===== src/rtl/pattern_player_if.sv =====
// Fetch handshake between the pattern player (master) and the SRAM bar reader (slave).
// Signal names are seen from the player's side.
interface pattern_player_if;
  localparam int unsigned BAR_W = 4;
  localparam int unsigned PAT_W = 64;

  logic             o_req;
  logic [BAR_W-1:0] o_bar;
  logic [PAT_W-1:0] i_data;
  logic             i_finish;

  modport master (output o_req, o_bar, input  i_data, i_finish);
  modport slave  (input  o_req, o_bar, output i_data, i_finish);
endinterface


===== src/rtl/pattern_player.sv =====
// Double-buffered bar pattern sequencer: fetches 64-bit bars from the reader and
// plays them as 16 steps x 4 tracks of one-cycle trigger pulses.
module pattern_player #(
  parameter int unsigned STEPS    = 16,
  parameter int unsigned TRACKS   = 4,
  parameter int unsigned PERIOD_W = 24
) (
  input  logic                i_bclk,
  input  logic                i_rst,
  input  logic                i_run,
  input  logic [PERIOD_W-1:0] i_step_period,
  input  logic [3:0]          i_last_bar,
  pattern_player_if.master    bus,
  output logic [TRACKS-1:0]   o_trig,
  output logic [3:0]          o_step,
  output logic [3:0]          o_cur_bar,
  output logic                o_busy,
  output logic                o_underrun
);
  localparam int unsigned PAT_W  = STEPS * TRACKS;
  localparam int unsigned IDX_W  = $clog2(PAT_W);
  localparam int unsigned STEP_W = 4;
  localparam int unsigned BAR_W  = 4;

  typedef enum logic [1:0] {IDLE, FETCH0, PLAY, STALL} state_t;

  state_t              state_q;
  logic [PAT_W-1:0]    act_q, nxt_q;
  logic                next_valid_q, req_pending_q, pf_due_q;
  logic [PERIOD_W-1:0] tick_q, period_q;
  logic [STEP_W-1:0]   step_q;
  logic [BAR_W-1:0]    cur_bar_q, bar_q;
  logic [TRACKS-1:0]   trig_q;
  logic                req_q, busy_q, underrun_q;

  logic                fin_c, step_end_c, bar_end_c, load_bar_c;
  logic [PAT_W-1:0]    src_c;
  logic [STEP_W-1:0]   step_inc_c;
  logic [PERIOD_W-1:0] period_c;
  logic [BAR_W-1:0]    next_bar_c;

  // A finish only counts while we are actually waiting for one.
  assign fin_c      = bus.i_finish && req_pending_q;
  assign step_end_c = (tick_q == period_q - PERIOD_W'(1));
  assign bar_end_c  = step_end_c && (step_q == STEP_W'(STEPS - 1));
  assign load_bar_c = (((state_q == FETCH0) || (state_q == STALL)) && fin_c) ||
                      ((state_q == PLAY) && bar_end_c && (next_valid_q || fin_c));
  // A finish landing on the bar boundary is used directly instead of via the next buffer.
  assign src_c      = next_valid_q ? nxt_q : bus.i_data;
  assign step_inc_c = step_q + STEP_W'(1);
  assign period_c   = (i_step_period == '0) ? PERIOD_W'(1) : i_step_period;
  assign next_bar_c = (cur_bar_q == i_last_bar) ? BAR_W'(0) : cur_bar_q + BAR_W'(1);

  always_ff @(posedge i_bclk or posedge i_rst) begin
    if (i_rst) begin
      state_q       <= IDLE;
      act_q         <= '0;
      nxt_q         <= '0;
      next_valid_q  <= 1'b0;
      req_pending_q <= 1'b0;
      pf_due_q      <= 1'b0;
      tick_q        <= '0;
      period_q      <= '0;
      step_q        <= '0;
      cur_bar_q     <= '0;
      bar_q         <= '0;
      trig_q        <= '0;
      req_q         <= 1'b0;
      busy_q        <= 1'b0;
      underrun_q    <= 1'b0;
    end else begin
      trig_q <= '0;
      req_q  <= 1'b0;
      if ((state_q != IDLE) && !i_run) begin
        state_q       <= IDLE;
        busy_q        <= 1'b0;
        req_pending_q <= 1'b0;
        next_valid_q  <= 1'b0;
        pf_due_q      <= 1'b0;
        tick_q        <= '0;
        step_q        <= '0;
        cur_bar_q     <= '0;
        underrun_q    <= 1'b0;
      end else if (load_bar_c) begin
        // Start step 0 of a freshly arrived or prefetched bar.
        state_q       <= PLAY;
        act_q         <= src_c;
        trig_q        <= src_c[TRACKS-1:0];
        cur_bar_q     <= bar_q;
        next_valid_q  <= 1'b0;
        req_pending_q <= 1'b0;
        step_q        <= '0;
        tick_q        <= '0;
        period_q      <= period_c;
        pf_due_q      <= 1'b1;
      end else begin
        case (state_q)
          IDLE: begin
            step_q     <= '0;
            cur_bar_q  <= '0;
            underrun_q <= 1'b0;
            if (i_run) begin
              state_q       <= FETCH0;
              busy_q        <= 1'b1;
              req_q         <= 1'b1;
              bar_q         <= '0;
              req_pending_q <= 1'b1;
            end
          end
          PLAY: begin
            if (pf_due_q) begin
              pf_due_q <= 1'b0;
              if (!req_pending_q && !next_valid_q) begin
                req_q         <= 1'b1;
                bar_q         <= next_bar_c;
                req_pending_q <= 1'b1;
              end
            end
            if (fin_c) begin
              nxt_q         <= bus.i_data;
              next_valid_q  <= 1'b1;
              req_pending_q <= 1'b0;
            end
            if (bar_end_c) begin
              underrun_q <= 1'b1;
              state_q    <= STALL;
            end else if (step_end_c) begin
              step_q   <= step_inc_c;
              trig_q   <= act_q[IDX_W'(int'(step_inc_c) * TRACKS) +: TRACKS];
              tick_q   <= '0;
              period_q <= period_c;
            end else begin
              tick_q <= tick_q + PERIOD_W'(1);
            end
          end
          default: ;
        endcase
      end
    end
  end

  assign bus.o_req  = req_q;
  assign bus.o_bar  = bar_q;
  assign o_trig     = trig_q;
  assign o_step     = step_q;
  assign o_cur_bar  = cur_bar_q;
  assign o_busy     = busy_q;
  assign o_underrun = underrun_q;
endmodule


===== src/flat_wrapper.sv =====
// flat-port wrapper written by rule: the top's interface ports become plain ports
module pattern_player_flat 
#(
  parameter int unsigned STEPS    = 16,
  parameter int unsigned TRACKS   = 4,
  parameter int unsigned PERIOD_W = 24
)
  (i_bclk, i_rst, i_run, i_step_period, i_last_bar, o_trig, o_step, o_cur_bar, o_busy, o_underrun, bus_o_req, bus_o_bar, bus_i_data, bus_i_finish);
  pattern_player_if bus_i ();
  input  logic i_bclk;
  input  logic i_rst;
  input  logic i_run;
  input  logic [PERIOD_W-1:0] i_step_period;
  input  logic [3:0] i_last_bar;
  output logic [TRACKS-1:0] o_trig;
  output logic [3:0] o_step;
  output logic [3:0] o_cur_bar;
  output logic o_busy;
  output logic o_underrun;
  output wire logic [$bits(bus_i.o_req)-1:0] bus_o_req;
  output wire logic [$bits(bus_i.o_bar)-1:0] bus_o_bar;
  input wire logic [$bits(bus_i.i_data)-1:0] bus_i_data;
  input wire logic [$bits(bus_i.i_finish)-1:0] bus_i_finish;
  assign bus_o_req = bus_i.o_req;
  assign bus_o_bar = bus_i.o_bar;
  assign bus_i.i_data = bus_i_data;
  assign bus_i.i_finish = bus_i_finish;
  pattern_player #(.STEPS(STEPS), .TRACKS(TRACKS), .PERIOD_W(PERIOD_W)) u_core (.i_bclk(i_bclk), .i_rst(i_rst), .i_run(i_run), .i_step_period(i_step_period), .i_last_bar(i_last_bar), .bus(bus_i), .o_trig(o_trig), .o_step(o_step), .o_cur_bar(o_cur_bar), .o_busy(o_busy), .o_underrun(o_underrun));
endmodule

===== config.mk =====
export PLATFORM = sky130hd
export DESIGN_NAME = pattern_player_flat
export DESIGN_NICKNAME = d
export VERILOG_FILES = /design/src/rtl/pattern_player_if.sv /design/src/rtl/pattern_player.sv /design/src/flat_wrapper.sv
export SDC_FILE = /design/constraint.sdc
export NUM_CORES = 1
export LEC_CHECK = 0
export CAP_MARGIN = 20
export CORE_ASPECT_RATIO = 1.1
export CORE_MARGIN = 2
export CORE_UTILIZATION = 42
export CTS_CLUSTER_DIAMETER = 60
export DETAILED_ROUTE_END_ITERATION = 7
export DONT_BUFFER_PORTS = 1
export GPL_ROUTABILITY_DRIVEN = 0
export GPL_TIMING_DRIVEN = 0
export PLACE_DENSITY = 0.57
export SLEW_MARGIN = 25
export SYNTH_ARGS = -nofsm -noshare
export SYNTH_HDL_FRONTEND = slang
export SYNTH_SLANG_ARGS = --single-unit

===== constraint.sdc =====
create_clock -name i_bclk -period 6.5 [get_ports i_bclk]
set_clock_uncertainty 0.2 [all_clocks]
set_input_delay 0.325 -clock i_bclk [delete_from_list [all_inputs] [get_ports i_bclk]]
set_output_delay 0.325 -clock i_bclk [all_outputs]
set_load 0.02 [all_outputs]

==> run_results.csv <==
group,metric,value,unit
floorplan,initial_core_util,0.427,
synthesis,synth_most_common_cell,"dfrtp_1",
sta,period_needed,4410,ps
synthesis,synth_top_cell_by_area,"dfrtp_1",
synthesis,synthDistinctLibCells,69,
synthesis,synth_nets,1040,
status,status,"completed",
floorplan,die_area,26100,sq um
global_routing,grt_pass1_vias,7835,
worst_setup_path,crit_type,"reg -> reg",
global_routing,grt_antenna_before_repair,0,
worst_setup_path,crit_path_cell_trace,"clkbuf_1, nor3_1, nand4_1, o21a_1, a2111oi_0, nand3_1, nor4_1, o21ai_1, clkbuf_1, clkbuf_1, nand2_1, o21ai_0",
worst_setup_path,path_delay_family,"simple AND/OR/NAND/NOR gates",
worst_setup_path,path_max_fanout,10,
layout,layout.nets,1151,
floorplan,num_rows,60,
global_routing,overflow,0,
power,power.density,293,nW/um^2
synthesis,synth.top_cell.area_share,0.479,
route,ant_nets,0,
global_routing,grt_usage,0.203,
route,first_iter_violations,443,
placed_design,io_buffers,0,
clock_tree,cts_tree,"yes",
clock_tree,worstSkewPairLatency,440,ps
synthesis,yosys_warnings,0,
worst_setup_path,cpPeakStageDelay,560,ps
clock_tree,clkTransAtPathRegs,90,ps
power,ir_drop,157,uV
worst_setup_path,worst-r2r-setup-slack,2090,ps
synthesis,yosysSeqAreaShare,0.479,
floorplan,io_pins,115,
sta,slew_violations,0,
clock_tree,cts.root.buffer_cell,"clkbuf_16",
worst_setup_path,crit_path_start_kind,"register",
floorplan,dieWidth,154,um
sta,max_freq,0.227,GHz
clock_tree,cts_resized,0,
synthesis,ys_top_cells_by_count,"dfrtp_1, nand2_1, o21ai_0",
floorplan,core-area,24500,sq um
synthesis,synth.area.top_cells,"dfrtp_1, mux2i_1, mux2_1",
sta,rsz0062_at_grt,"no",
global_routing,grt_pass1_wl,42100,um
route,via_per_inst,5.61,
sta,fin_hold_ws,19.7,ps
global_routing,grt_start_max_net_pins,74,
route,drc,0,
clock_tree,ctsLongestPathBuffers,2,
sta,hold_violations,0,
layout,antennaDiodeCount,0,
hold_path,hp-class,"in -> reg",
sta,slew_headroom,0.338,
route,drt-pass1-iter-count,5,
clock_tree,numCtsBuffers,17,
route,vias,7708,
layout,area_delta_synth_final,19.1,%
worst_setup_path,cp_num_buf_inv,3,
worst_setup_path,required,6600,ps
worst_setup_path,crit_slowest_cell,"nor3_1",
worst_setup_path,cp_data_arrival_time,4510,ps
sta,setup-violations-final,0,
sta,post-route-period-util,0.679,
clock_tree,cts.sinks,200,
synthesis,synth-main-ff-cell,"dfrtp_1",
synthesis,syn_inst,940,
sta,worst_pin_slew,986,ps
layout,drive_above_1_share,0.115,
power,p_leak,5.29,nW
route,wl_per_cell,18.8,um
synthesis,ys_ff_latch,200,
synthesis,postSynth.asyncResetShare,1.00,
power,power,3.65,mW
flow_run,max-cap-violations,0,
synthesis,synth-edff-count,0,
route,detail_route.wirelength,25900,um
floorplan,dieHeight,169,um
worst_setup_path,end_kind,"register",
synthesis,synth_area,10400,sq um
placed_design,dp_hpwl,18500,um
clock_tree,htreeDepth,4,
synthesis,syn_area_per_cell,11.1,sq um
worst_setup_path,crit_top_cell,"clkbuf_1",
[worst reg2reg max path, delay by kind of cell (launching register included)]
family	cells	cell delay (ps)
buffers and inverters	3	830
AOI/OAI and AO/OA	4	1200
and+or+nand+nor	5	1670
DFF	1	370
[flip-flops by register name (all words and copies together) (netlist names)]
register / flops
u_core.state_q: 2
u_core.req_pending_q: 1
u_core.pf_due_q: 1
u_core.nxt_q: 64
u_core.o_cur_bar: 4
u_core.bus.o_bar: 4
u_core.act_q: 64
u_core.o_underrun: 1
u_core.tick_q: 24
u_core.period_q: 24
u_core.o_step: 4
u_core.o_busy: 1
u_core.next_valid_q: 1
u_core.o_trig: 4
u_core.bus.o_req: 1
[what timing repair did]
item                                    4_1_cts  5_1_grt
endpoints found under the setup margin        0        0
hold buffers                                 90        0
hold endpoints to repair                    223        0
buffers inserted                              0        0
[power by group]
| part | internal, mW | switching, mW | total, mW |
|---|---|---|---|
| Clock | 0.537 | 0.581 | 1.12 |
| Sequential | 1.51 | 0.201 | 1.71 |
| Combinational | 0.401 | 0.418 | 0.819 |
[logic make-up after synthesis]
group,count (synthesis),synth area share
flops,200,0.479
simple gates,265,0.139
compound gates,180,0.105
buf+inv,69,0.0327
mux,178,0.201
fa+ha+maj,5,0.00575
xor+xnor,43,0.0368
[final cells by class]
cell class / count / area, sq um
fill: 2249 / 12000
multi-input combinational: 671 / 5110
sequential: 200 / 5000
timing repair buffer: 92 / 956
clock buffer: 17 / 425
tap: 310 / 388
buffer: 59 / 304
clock inverter: 15 / 201
inverter: 10 / 45.0
[stage by stage]
| step | util | setup TNS, ps | worst slack (ps) | std cells | cell area [sq um] |
|---|---|---|---|---|---|
| 2_1_floorplan | - | 0 | 521 | 940 | 10400 |
| 3_3_place_gp | 0.442 | -400120 | -2010 | 1250 | 10800 |
| 3_5_place_dp | 0.445 | 0 | 2140 | 1252 | 10900 |
| 4_1_cts | 0.507 | 0 | 2110 | 1374 | 12400 |
| 5_1_grt | 0.508 | 0 | 1540 | 1374 | 12400 |
| 6_report | 0.508 | 0 | 2090 | 1374 | 12400 |
[worst paths after layout]
kind | depth (start not counted) | from | end
max | 12 | u_core.period_q[13] | u_core.act_q[46]
min | 3 | i_step_period[10] | u_core.period_q[0]
max reg2reg | 12 | u_core.period_q[13] | u_core.act_q[46]
min reg2reg | 2 | u_core.act_q[51] | u_core.act_q[51]
max in group asynchronous | 3 | i_rst | u_core.act_q[18]
min in group asynchronous | 2 | i_rst | u_core.nxt_q[57]
[cells in the final DEF, fill, tap and decap left out, types with 21 or more instances in the layout]
cell,instances
nand2_1,101
nand3_1,21
o21ai_0,89
mux2_2,33
nor2_1,27
mux2i_1,69
mux2_1,60
a21oi_1,29
xnor2_1,22
dlygate4sd3_1,90
dfrtp_1,200
clkbuf_1,35
[metal layers]
metal / wire length, um / up-vias / global-route usage
met5: 0 / - / 0
met4: 525 / 0 / 0.0700
li1: - / 3694 / -
met3: 1060 / 37 / 0.0335
met2: 12800 / 185 / 0.348
met1: 11500 / 3792 / 0.262
Power figures use the tool's default switching activity.
